<file path="src/rtl/stego_pkg.sv">
// Shared state encoding and widths for the stego block sequencer.
// Latency: n/a (types and constants only).
// Backpressure: n/a.
package stego_pkg;

  localparam int BLK_W     = 128;
  localparam int LANE_BITS = 64;
  localparam int BYTE_W    = 8;

  // Fixed encodings so older code that decodes the raw state bits keeps working.
  localparam logic [1:0] ST_IDLE   = 2'd0;
  localparam logic [1:0] ST_LOAD   = 2'd1;
  localparam logic [1:0] ST_CIPHER = 2'd2;
  localparam logic [1:0] ST_EMBED  = 2'd3;

  typedef enum logic [1:0] {
    IDLE   = ST_IDLE,
    LOAD   = ST_LOAD,
    CIPHER = ST_CIPHER,
    EMBED  = ST_EMBED
  } state_t;

endpackage

</file>
<file path="src/rtl/stego_embed_stage.sv">
// Single-entry output register that replaces each cover byte's LSB with one payload bit.
// Latency: 1 cycle from cover accept to stego byte valid.
// Backpressure: cov_ready follows st_ready combinationally, so a full register still accepts when it drains the same cycle.
module stego_embed_stage
  import stego_pkg::*;
(
  input  logic              clk,
  input  logic              rst,
  input  logic              en,
  input  logic              pay_bit,
  input  logic              cov_valid,
  input  logic [BYTE_W-1:0] cov_data,
  output logic              cov_ready,
  output logic              st_valid,
  output logic [BYTE_W-1:0] st_data,
  input  logic              st_ready
);

  // Accept a cover byte only while enabled and the register is empty or emptying now.
  assign cov_ready = en && (!st_valid || st_ready);

  // Load a new stego byte on accept; otherwise drop valid once the byte is taken.
  always_ff @(posedge clk) begin
    if (rst) begin
      st_valid <= 1'b0;
      st_data  <= '0;
    end else if (cov_valid && cov_ready) begin
      st_valid <= 1'b1;
      st_data  <= (cov_data & ~BYTE_W'(1)) | BYTE_W'(pay_bit);
    end else if (st_ready) begin
      st_valid <= 1'b0;
    end
  end

endmodule

</file>
<file path="src/rtl/stego_seq_ctrl.sv">
// Block sequencer: serially loads key/plaintext, waits out the cipher core, then embeds the ciphertext in cover LSBs.
// Latency: 1 + 64 + AES_LAT + BLK_W + 1 cycles from start to done without stalls; cover-to-stego is 1 cycle.
// Backpressure: cov_ready drops while an undelivered stego byte is held and st_ready is low; stalls never lose data.
module stego_seq_ctrl
  import stego_pkg::*;
#(
  parameter int AES_LAT = 12,
  parameter int BLK_W   = stego_pkg::BLK_W
) (
  input  logic              clk,
  input  logic              rst,
  input  logic              start,
  input  logic [1:0]        key_in,
  input  logic [1:0]        data_in,
  output logic [BLK_W-1:0]  aes_key,
  output logic [BLK_W-1:0]  aes_din,
  input  logic [BLK_W-1:0]  aes_dout,
  input  logic              cov_valid,
  input  logic [BYTE_W-1:0] cov_data,
  output logic              cov_ready,
  output logic              st_valid,
  output logic [BYTE_W-1:0] st_data,
  input  logic              st_ready,
  output logic              load_done,
  output logic              busy,
  output logic              done
);

  // Each lane fills one half of the block, so a load takes HALF cycles.
  localparam int HALF  = BLK_W / 2;
  localparam int IDX_W = $clog2(BLK_W + 1);

  state_t           state;
  logic [7:0]       cnt;
  logic [IDX_W-1:0] idx;
  logic [BLK_W-1:0] payload;
  logic             en;

  // idx reaching BLK_W means every payload bit has been handed to the output register.
  assign en        = (state == EMBED) && (idx < IDX_W'(BLK_W));
  assign busy      = (state != IDLE);
  assign load_done = (state == LOAD) && (cnt == 8'(HALF - 1));
  assign done      = (state == EMBED) && st_valid && st_ready && (idx == IDX_W'(BLK_W));

  // Sequencer: lane shift-in, cipher wait, payload capture and bit walk.
  always_ff @(posedge clk) begin
    if (rst) begin
      state   <= IDLE;
      cnt     <= '0;
      idx     <= '0;
      payload <= '0;
      aes_key <= '0;
      aes_din <= '0;
    end else begin
      case (state)
        IDLE: begin
          if (start) begin
            state <= LOAD;
            cnt   <= '0;
          end
        end
        LOAD: begin
          // Shift in at the top of each half so the first bit (LSB) lands at bit 0 / bit HALF.
          aes_key <= {key_in[1], aes_key[BLK_W-1:HALF+1], key_in[0], aes_key[HALF-1:1]};
          aes_din <= {data_in[1], aes_din[BLK_W-1:HALF+1], data_in[0], aes_din[HALF-1:1]};
          if (cnt == 8'(HALF - 1)) begin
            state <= CIPHER;
            cnt   <= '0;
          end else begin
            cnt <= cnt + 8'd1;
          end
        end
        CIPHER: begin
          if (cnt == 8'(AES_LAT - 1)) begin
            payload <= aes_dout;
            idx     <= '0;
            state   <= EMBED;
          end else begin
            cnt <= cnt + 8'd1;
          end
        end
        EMBED: begin
          // payload[0] always holds the next bit to embed.
          if (cov_valid && cov_ready) begin
            payload <= payload >> 1;
            idx     <= idx + IDX_W'(1);
          end
          if (done) begin
            state <= IDLE;
          end
        end
        default: state <= IDLE;
      endcase
    end
  end

  stego_embed_stage u_embed (
    .clk       (clk),
    .rst       (rst),
    .en        (en),
    .pay_bit   (payload[0]),
    .cov_valid (cov_valid),
    .cov_data  (cov_data),
    .cov_ready (cov_ready),
    .st_valid  (st_valid),
    .st_data   (st_data),
    .st_ready  (st_ready)
  );

endmodule

</file>
<file path="config.mk">
export PLATFORM = sky130hd
export DESIGN_NAME = stego_seq_ctrl
export DESIGN_NICKNAME = d
export VERILOG_FILES = /design/src/rtl/stego_pkg.sv /design/src/rtl/stego_embed_stage.sv /design/src/rtl/stego_seq_ctrl.sv
export SDC_FILE = /design/constraint.sdc
export NUM_CORES = 1
export LEC_CHECK = 0
export CAP_MARGIN = 15
export CORE_MARGIN = 5
export CORE_UTILIZATION = 53
export DETAILED_ROUTE_END_ITERATION = 7
export PLACE_DENSITY_LB_ADDON = 0.15
export SLEW_MARGIN = 10
export SYNTH_ARGS = -nofsm -noshare
export SYNTH_HDL_FRONTEND = slang
export SYNTH_SLANG_ARGS = --single-unit
export TNS_END_PERCENT = 10
</file>
<file path="constraint.sdc">
create_clock -name clk -period 4.1 [get_ports clk]
set_clock_uncertainty 0.15 [all_clocks]
set_input_delay 0.615 -clock clk [delete_from_list [all_inputs] [get_ports clk]]
set_output_delay 0.615 -clock clk [all_outputs]
set_load 0.05 [all_outputs]
</file>
Word-level counts from Yosys, hierarchy flattened --
Cells that the tools add are included. Widths: inputs -> output; s select.
Operators by class: add/subtract/negate cells 2, reduce and logical (&&, ||, !) cells 17, bitwise operators 1, equality and inequality tests 12, muxes and demuxes 17, order comparisons 1
Operator list (number):
- $mux 128 | 2
- $pmux 128 s2 | 1
- $mux 8 | 5
- $pmux 8 s3 | 1
- $add 8x1->8 const B | 2
- $pmux 8 s2 | 1
- $eq 8x4->1 const B | 1
- $eq 8x6->1 const B | 1
- $eq 8x8->1 const B | 1
- $lt 8x8->1 const B | 1
- $mux 2 | 4
- $ne 2x2->1 const B | 4
- $or 8x1->8 | 1
- $pmux 2 s4 | 1
- $logic_and 1x1->1 | 7
- $reduce_and 3->1 | 2
- $reduce_bool 2->1 | 3
- $eq 2x2->1 const B | 2
- $ne 2x1->1 const B | 2
- $reduce_and 4->1 | 1
- $reduce_bool 3->1 | 1
- $eq 2x1->1 const B | 1
- $logic_not 2->1 | 1
- $mux 1 | 2
- other kinds (2) | 2
Storage, ports and cells: register bits 411, word-level logic and storage cells 58, bits of input ports 145, output and inout bits 269

Depth between registers and ports, before layout --
Gate-level depths: netlist (run 1).
depth in word-level cells 6, depth in mapped cells 8, mapped depth without buffers 6

By module --
Synthesis (run 1) repeated with hierarchy kept, for this count alone.
Unflattened totals: cell total of the unflattened synthesis 1573, area, all modules 16678.5 um^2
By module, submodules not included:
- stego_seq_ctrl | cells an instance 1533, times used 1, seq. area each 8047.7 um^2, area an instance 16251.8 um^2
- stego_embed_stage | cells an instance 40, times used 1, seq. area each 180.2 um^2, area an instance 426.7 um^2

Least setup slack after synthesis (run 1) --
No wires, ideal clock.
path kind register to output, start point register state[1], end point output port load_done, slack 1.564 ns, required time 3.335 ns, cell stages (with the launch flop) 7, data arrival time 1.771 ns, path buffers 3, cell sequence dfxtp_1 > inv_1 > ha_1 > clkbuf_1 > buf_2 > buf_2 > and3_1
Between the ends: cells in the longest elaborated chain, start to end 2
RTL lines:
- start: declaration | RTL line stego_seq_ctrl.sv:33 | state_t state;
- start signal: assignment | RTL line stego_seq_ctrl.sv:48 | state <= IDLE;
- start signal: assignment | RTL line stego_seq_ctrl.sv:58 | state <= LOAD;
- start signal: assignment | RTL line stego_seq_ctrl.sv:67 | state <= CIPHER;
- $eq 2x1->1 | RTL line stego_seq_ctrl.sv:42 | assign load_done = (state == LOAD) && (cnt == 8'(HALF - 1));
- $logic_and 1x1->1 | RTL line stego_seq_ctrl.sv:42
- end: declaration | RTL line stego_seq_ctrl.sv:24 | output logic load_done,
Every way passes these cells.

Worst setup path in the final report (run 1) --
start point register cnt[0], end point output port load_done
Between the ends: cells in the longest elaborated chain, start to end 2
RTL lines:
- start: declaration | RTL line stego_seq_ctrl.sv:34 | logic [7:0] cnt;
- start signal: assignment | RTL line stego_seq_ctrl.sv:70 | cnt <= cnt + 8'd1;
- start signal: assignment | RTL line stego_seq_ctrl.sv:79 | cnt <= cnt + 8'd1;
- $eq 8x6->1 | RTL line stego_seq_ctrl.sv:42
- $logic_and 1x1->1 | RTL line stego_seq_ctrl.sv:42
Every way passes these cells.

==> results of run 1 <==
-- power by group --
part           switching (W)  leakage (nW)  internal, W
registers           0.000289          3.32      0.00451
logic                0.00177          3.51      0.00138
clock network        0.00158         0.783      0.00263
-- Yosys cell counts (all sizes together) (2+ instances only) --
cell    instances  area [um2]
nand4          12       75.07
mux2i         391        3914
o311ai          2       17.52
nand2b          3       18.77
nor4bb          2       20.02
buf            67       374.1
a21oi         140       700.7
ha              7       87.58
or4             3       22.52
o21ai           9       45.04
nor2          268        1008
nand3           8       40.04
dfxtp         411        8228
and3            3       18.77
o31ai           5       37.54
a21boi          2       26.28
o41ai           6       71.32
nor2b           3       18.77
o211ai          3       22.52
nand2           4       15.01
inv             9       33.78
a31oi           6       37.54
and4b           2       20.02
or2             2       12.51
a211oi        129        1119
and2            2       12.51
nor3            6       35.03
clkbuf         73       274.0
-- flip-flops by register name (all words and copies together), names as in the netlist --
| name | count |
|---|---|
| u_embed.st_data | 8 |
| state | 2 |
| u_embed.st_valid | 1 |
| idx | 8 |
| aes_din | 128 |
| cnt | 8 |
| payload | 128 |
| aes_key | 128 |
-- cell families after synthesis --
family / after synthesis / synth area share [%]
compound gates: 309 / 13.01
fa+ha+maj: 7 / 0.5330
mux: 391 / 23.82
simple gates: 325 / 8.407
buf+inv: 149 / 4.150
flops: 411 / 50.08
-- worst max-delay path: cells and delay by family, from the launching register on --
| family | cells | cell delay [ps] |
|---|---|---|
| adders and majority gates | 1 | 320 |
| and+or+nand+nor | 2 | 800 |
| DFF | 1 | 410 |
| buffers and inverters | 1 | 840 |
-- cell type report --
type                       count  area (um2)
sequential                   411        8228
clock buffer                  66        1335
antenna                        6       15.01
clock inverter                16       241.5
fill                        2254        8347
multi-input combinational   1032        7560
inverter                       9       33.78
tap                          396       495.5
timing repair buffer         426        4334
-- through the flow --
stage | power, W | area (um2) | util, %
after floorplan | 0.007351 | 16430 | -
after global placement | 0.007898 | 20650 | 67.51
after detailed placement | 0.007998 | 20650 | 67.51
after CTS | 0.01223 | 22230 | 72.66
after global routing | 0.01274 | 22240 | 72.71
final | 0.01216 | 22240 | 72.71
-- layout by cell type, fill, tap and decap left out, drive strengths merged, types with 8 or more instances in the layout --
| master | count |
|---|---|
| a211oi | 129 |
| a21oi | 140 |
| buf | 15 |
| clkbuf | 66 |
| clkdlybuf4s50 | 411 |
| dfxtp | 411 |
| inv | 12 |
| mux2i | 391 |
| nand3 | 8 |
| nand4 | 12 |
| nor2 | 268 |
| o21ai | 9 |
-- how the worst min path moves through the flow --
stage	slack (ps)	endpoint	depth (start not counted)
after floorplan	300	idx[7]$_SDFFE_PP0P_	1
after detailed placement	340	payload[127]$_SDFFE_PP0P_	2
after global routing	380	idx[7]$_SDFFE_PP0P_	1
after global placement	320	u_embed.st_data[5]$_SDFFE_PP0P_	2
final	340	idx[7]$_SDFFE_PP0P_	1
after CTS	350	payload[127]$_SDFFE_PP0P_	2
-- metal layers --
metal | GRT usage, % | up-vias | wire length [um]
li1 | - | 6363 | -
met1 | 29.24 | 6141 | 17590
met2 | 37.14 | 361 | 20120
met3 | 6.938 | 92 | 3325
met4 | 9.851 | 0 | 1574
met5 | 0 | - | 0
==> impl_metrics.ini, run 1 <==
[sta]
slew_violations = 0
rsz0062_at_grt = no
finalSetupTns_ps = 0
setup_violations = 0
max_freq_mhz = 272.4
maxSlewHeadroom_pct = 25.22
tightest_slew_ps = 1122
setup_ws_ps = 429.0
period_share_pct = 89.54
holdWs_ps = 340.0
hold_viol = 0
period_needed_ps = 3671

[clock_network]
cts_buffers = 44
clk_pin_slew_ps = 60
post-cts-setup-buffers = 0
clock_latency_ps = 530
cts_hold_buf = 0
tritoncts = built
cts_root_buffer = clkbuf_16
cts_max_level = 2
clockBufferDepth = 3
cts_resized = 0
numClockSinks = 411

[outcome]
outcome = completed

[synthesis]
ys_seq_area_share_pct = 50.08
synth_area_per_cell_um2 = 10.32
syn_area_um2 = 16430
synth_edf_count = 0
syn_nets = 1744
synthArstFlopShare_pct = 0
synth-main-ff-cell = dfxtp_1
synthesis.instances = 1592
ys_ff_latch = 411
yosys_warnings = 0
synth_cell_types = 52

[route]
vias = 12960
drc = 0
antenna_left = 0
wl_per_cell_um = 18.04
routed_wl_um = 42610
drt_iter0_markers = 772
dr.pass1.iters = 5
drt-vias-per-instance = 5.486

[floorplanning]
start_util_pct = 53.71
coreArea_um2 = 30590
die-area_um2 = 34620
io-pin-count = 414
die_h_um = 186.1
die_w_um = 186.1
rows = 64

[final_layout]
area_delta_synth_final_pct = 35.37
nets = 2076
fin_cells = 2362
drive_gt1_share_pct = 6.531

[worst_setup_path]
regToRegStartpoint = state[0]$_SDFFE_PP0P_
endpoint_kind = output port
crit_fanout = 8
crit_path_start_kind = flop
cpPeakStageDelay_ps = 840
crit_end = load_done
cp-startpoint = cnt[0]$_SDFFE_PP0P_
rr_worst_depth = 8
crit_chain = ha_1 > nor4bb_1 > and3_1 > clkdlybuf4s50_1
cpMaxStageDelayCell = clkdlybuf4s50_1
worstReg2RegEnd = payload[82]$_SDFFE_PP0P_
worstPathRequired_ps = 3340
crit_type = flop to output port
ff2ff_setup_slack_ps = 880
cp.arrival_ps = 2910

[grt]
grt_max_degree = 135
antenna_found_initial = 6
grt_usage_pct = 23.19
grt-ovfl-total = 0
grt_pass1_wl_um = 66740
grt_pass1_vias = 12870

[place]
dp_cells = 2274
place_hpwl_um = 27780
gp_congestion = 0.8068
dp_slack_ps = 712.8
numPortBuffers = 412

[pwr]
power_leakage_nw = 7.614
vdd_drop_max_mv = 0.4580
p_per_area_nw_per_um2 = 546.5

[min_path]
hold_start = idx[7]$_SDFFE_PP0P_
worst_hold_path_type = flop to flop

[job]
maxCapViolations = 0
No activity file was read; power rests on OpenSTA's default activity.
==> run 2, diff against run 1 <==
CORE_UTILIZATION = 55   (was 53)
CTS_BUF_LIST = sky130_fd_sc_hd__clkbuf_8   (was not set)
SKIP_CTS_REPAIR_TIMING = 1   (was not set)
==> run 2 against run 1 <==
  * Critical path type unchanged
  * Sequential power hardly changed
  * Core utilization is 1.7 points higher
  * Non-clock buffer count is 1 higher
  * Largest cell class unchanged
==> impl_metrics.ini, run 2 (synthesized netlist as in run 1, its figures left out) <==
[outcome]
outcome = completed

[sta]
period_needed_ps = 3626
period_share_pct = 88.44
slew_violations = 0
holdWs_ps = 343.0
setup_violations = 0
maxSlewHeadroom_pct = 25.02
tightest_slew_ps = 1125
rsz0062_at_grt = no
max_freq_mhz = 275.8
finalSetupTns_ps = 0
hold_viol = 0

[place]
gp_congestion = 0.8209
place_hpwl_um = 27760
numPortBuffers = 412
dp_cells = 2269

[worst_setup_path]
crit_type = flop to output port
cpLargestDelayFamily = buffers and inverters
crit_chain = ha_1 > nor4bb_1 > and3_1 > clkdlybuf4s50_1
crit_path_start_kind = flop
cpMaxStageDelayCell = clkdlybuf4s50_1
path_buf_inv = 1
worstPathRequired_ps = 3340
cpPeakStageDelay_ps = 850
cp.arrival_ps = 2860
endpoint_kind = output port
crit_fanout = 8

[final_layout]
final-seq-area_um2 = 8228
fin_cells = 2391
nFillCells = 2151
layout_common_cells = dfxtp_1 (411), clkdlybuf4s50_1 (411), mux2i_1 (391)
largestRegisters = aes_din (128), aes_key (128), payload (128)
multiInputGateArea_um2 = 7560
area_delta_synth_final_pct = 33.83
drive_gt1_share_pct = 7.661
fin_util_pct = 74.39
nets = 2101

[route]
drt-vias-per-instance = 5.483
drt_iter0_markers = 763
vias = 13110
dr.pass1.iters = 5
antenna_left = 0
drc = 0
routed_wl_um = 42880
wl_per_cell_um = 17.93

[min_path]
worst_hold_path_type = flop to flop

[pwr]
vdd_drop_max_mv = 0.4694
p_total_w = 0.01146
p_per_area_nw_per_um2 = 521.1
power_leakage_nw = 7.606

[floorplanning]
die_h_um = 182.8
die-area_um2 = 33430
rows = 63
die_w_um = 182.8
start_util_pct = 55.59
io-pin-count = 414
coreArea_um2 = 29560

[clock_network]
cts_root_buffer = clkbuf_8
clock_latency_ps = 580
clk_pin_slew_ps = 60
cts_buffers = 68
clockBufferDepth = 3
tritoncts = built
cts_max_level = 3
numClockSinks = 411

[grt]
grt_pass1_vias = 13210
grtUsageMet1_pct = 29.42
top_usage_layer = met2
grt_pass1_wl_um = 68610
antenna_found_initial = 4
grtUsageMet2_pct = 40.66
grt-ovfl-total = 0
grt_max_degree = 160
met3_usage_pct = 8.330
grt_usage_pct = 24.42

[job]
maxCapViolations = 0
[run 2: final timing paths]
check / from / to / slack, ps / depth (start not counted)
hold / removal: idx[7]$_SDFFE_PP0P_ / idx[7]$_SDFFE_PP0P_ / 340 / 1
setup / recovery: cnt[0]$_SDFFE_PP0P_ / load_done / 470 / 4
hold reg to reg: idx[7]$_SDFFE_PP0P_ / idx[7]$_SDFFE_PP0P_ / 340 / 1
setup reg to reg: state[0]$_SDFFE_PP0P_ / payload[78]$_SDFFE_PP0P_ / 800 / 7
[run 2: report_power, final]
part	switching, W	total (W)	internal, W
logic	0.00176	0.00311	0.00135
clock network	0.00161	0.00355	0.00194
registers	0.000287	0.00480	0.00451
[run 2: routing by layer]
layer  wire length, um  vias to the layer above  share of wire [%]
met2             20570                      382                 48
met4              1399                        0                3.3
met3              3460                       77                8.1
met1             17450                     6248                 41
li1                  -                     6404                  -
met5                 0                        -                  0
[run 2: metrics by stage]
stage	instance area [um2]	setup WS, ps
2_1_floorplan	16430	1564
3_3_place_gp	20610	752.4
3_5_place_dp	20610	620.7
4_1_cts	21980	444.2
5_1_grt	21990	357.1
6_report	21990	473.8
[run 2: final cells by class]
class / count / share of cell area, %
Clock buffer: 88 / 5.508
Tap cell: 390 / 2.219
Timing Repair Buffer: 427 / 19.57
Multi-Input combinational cell: 1032 / 34.38
Clock inverter: 30 / 0.6999
Antenna cell: 4 / 0.04552
Inverter: 9 / 0.1536
Sequential cell: 411 / 37.42
[run 2: worst register-to-register path: stages, from the launching register on]
cell,delay [ps]
dfxtp_1,390
inv_1,130
ha_1,400
nor2b_1,310
a31o_4,860
buf_4,540
a21oi_1,150
a211oi_1,280
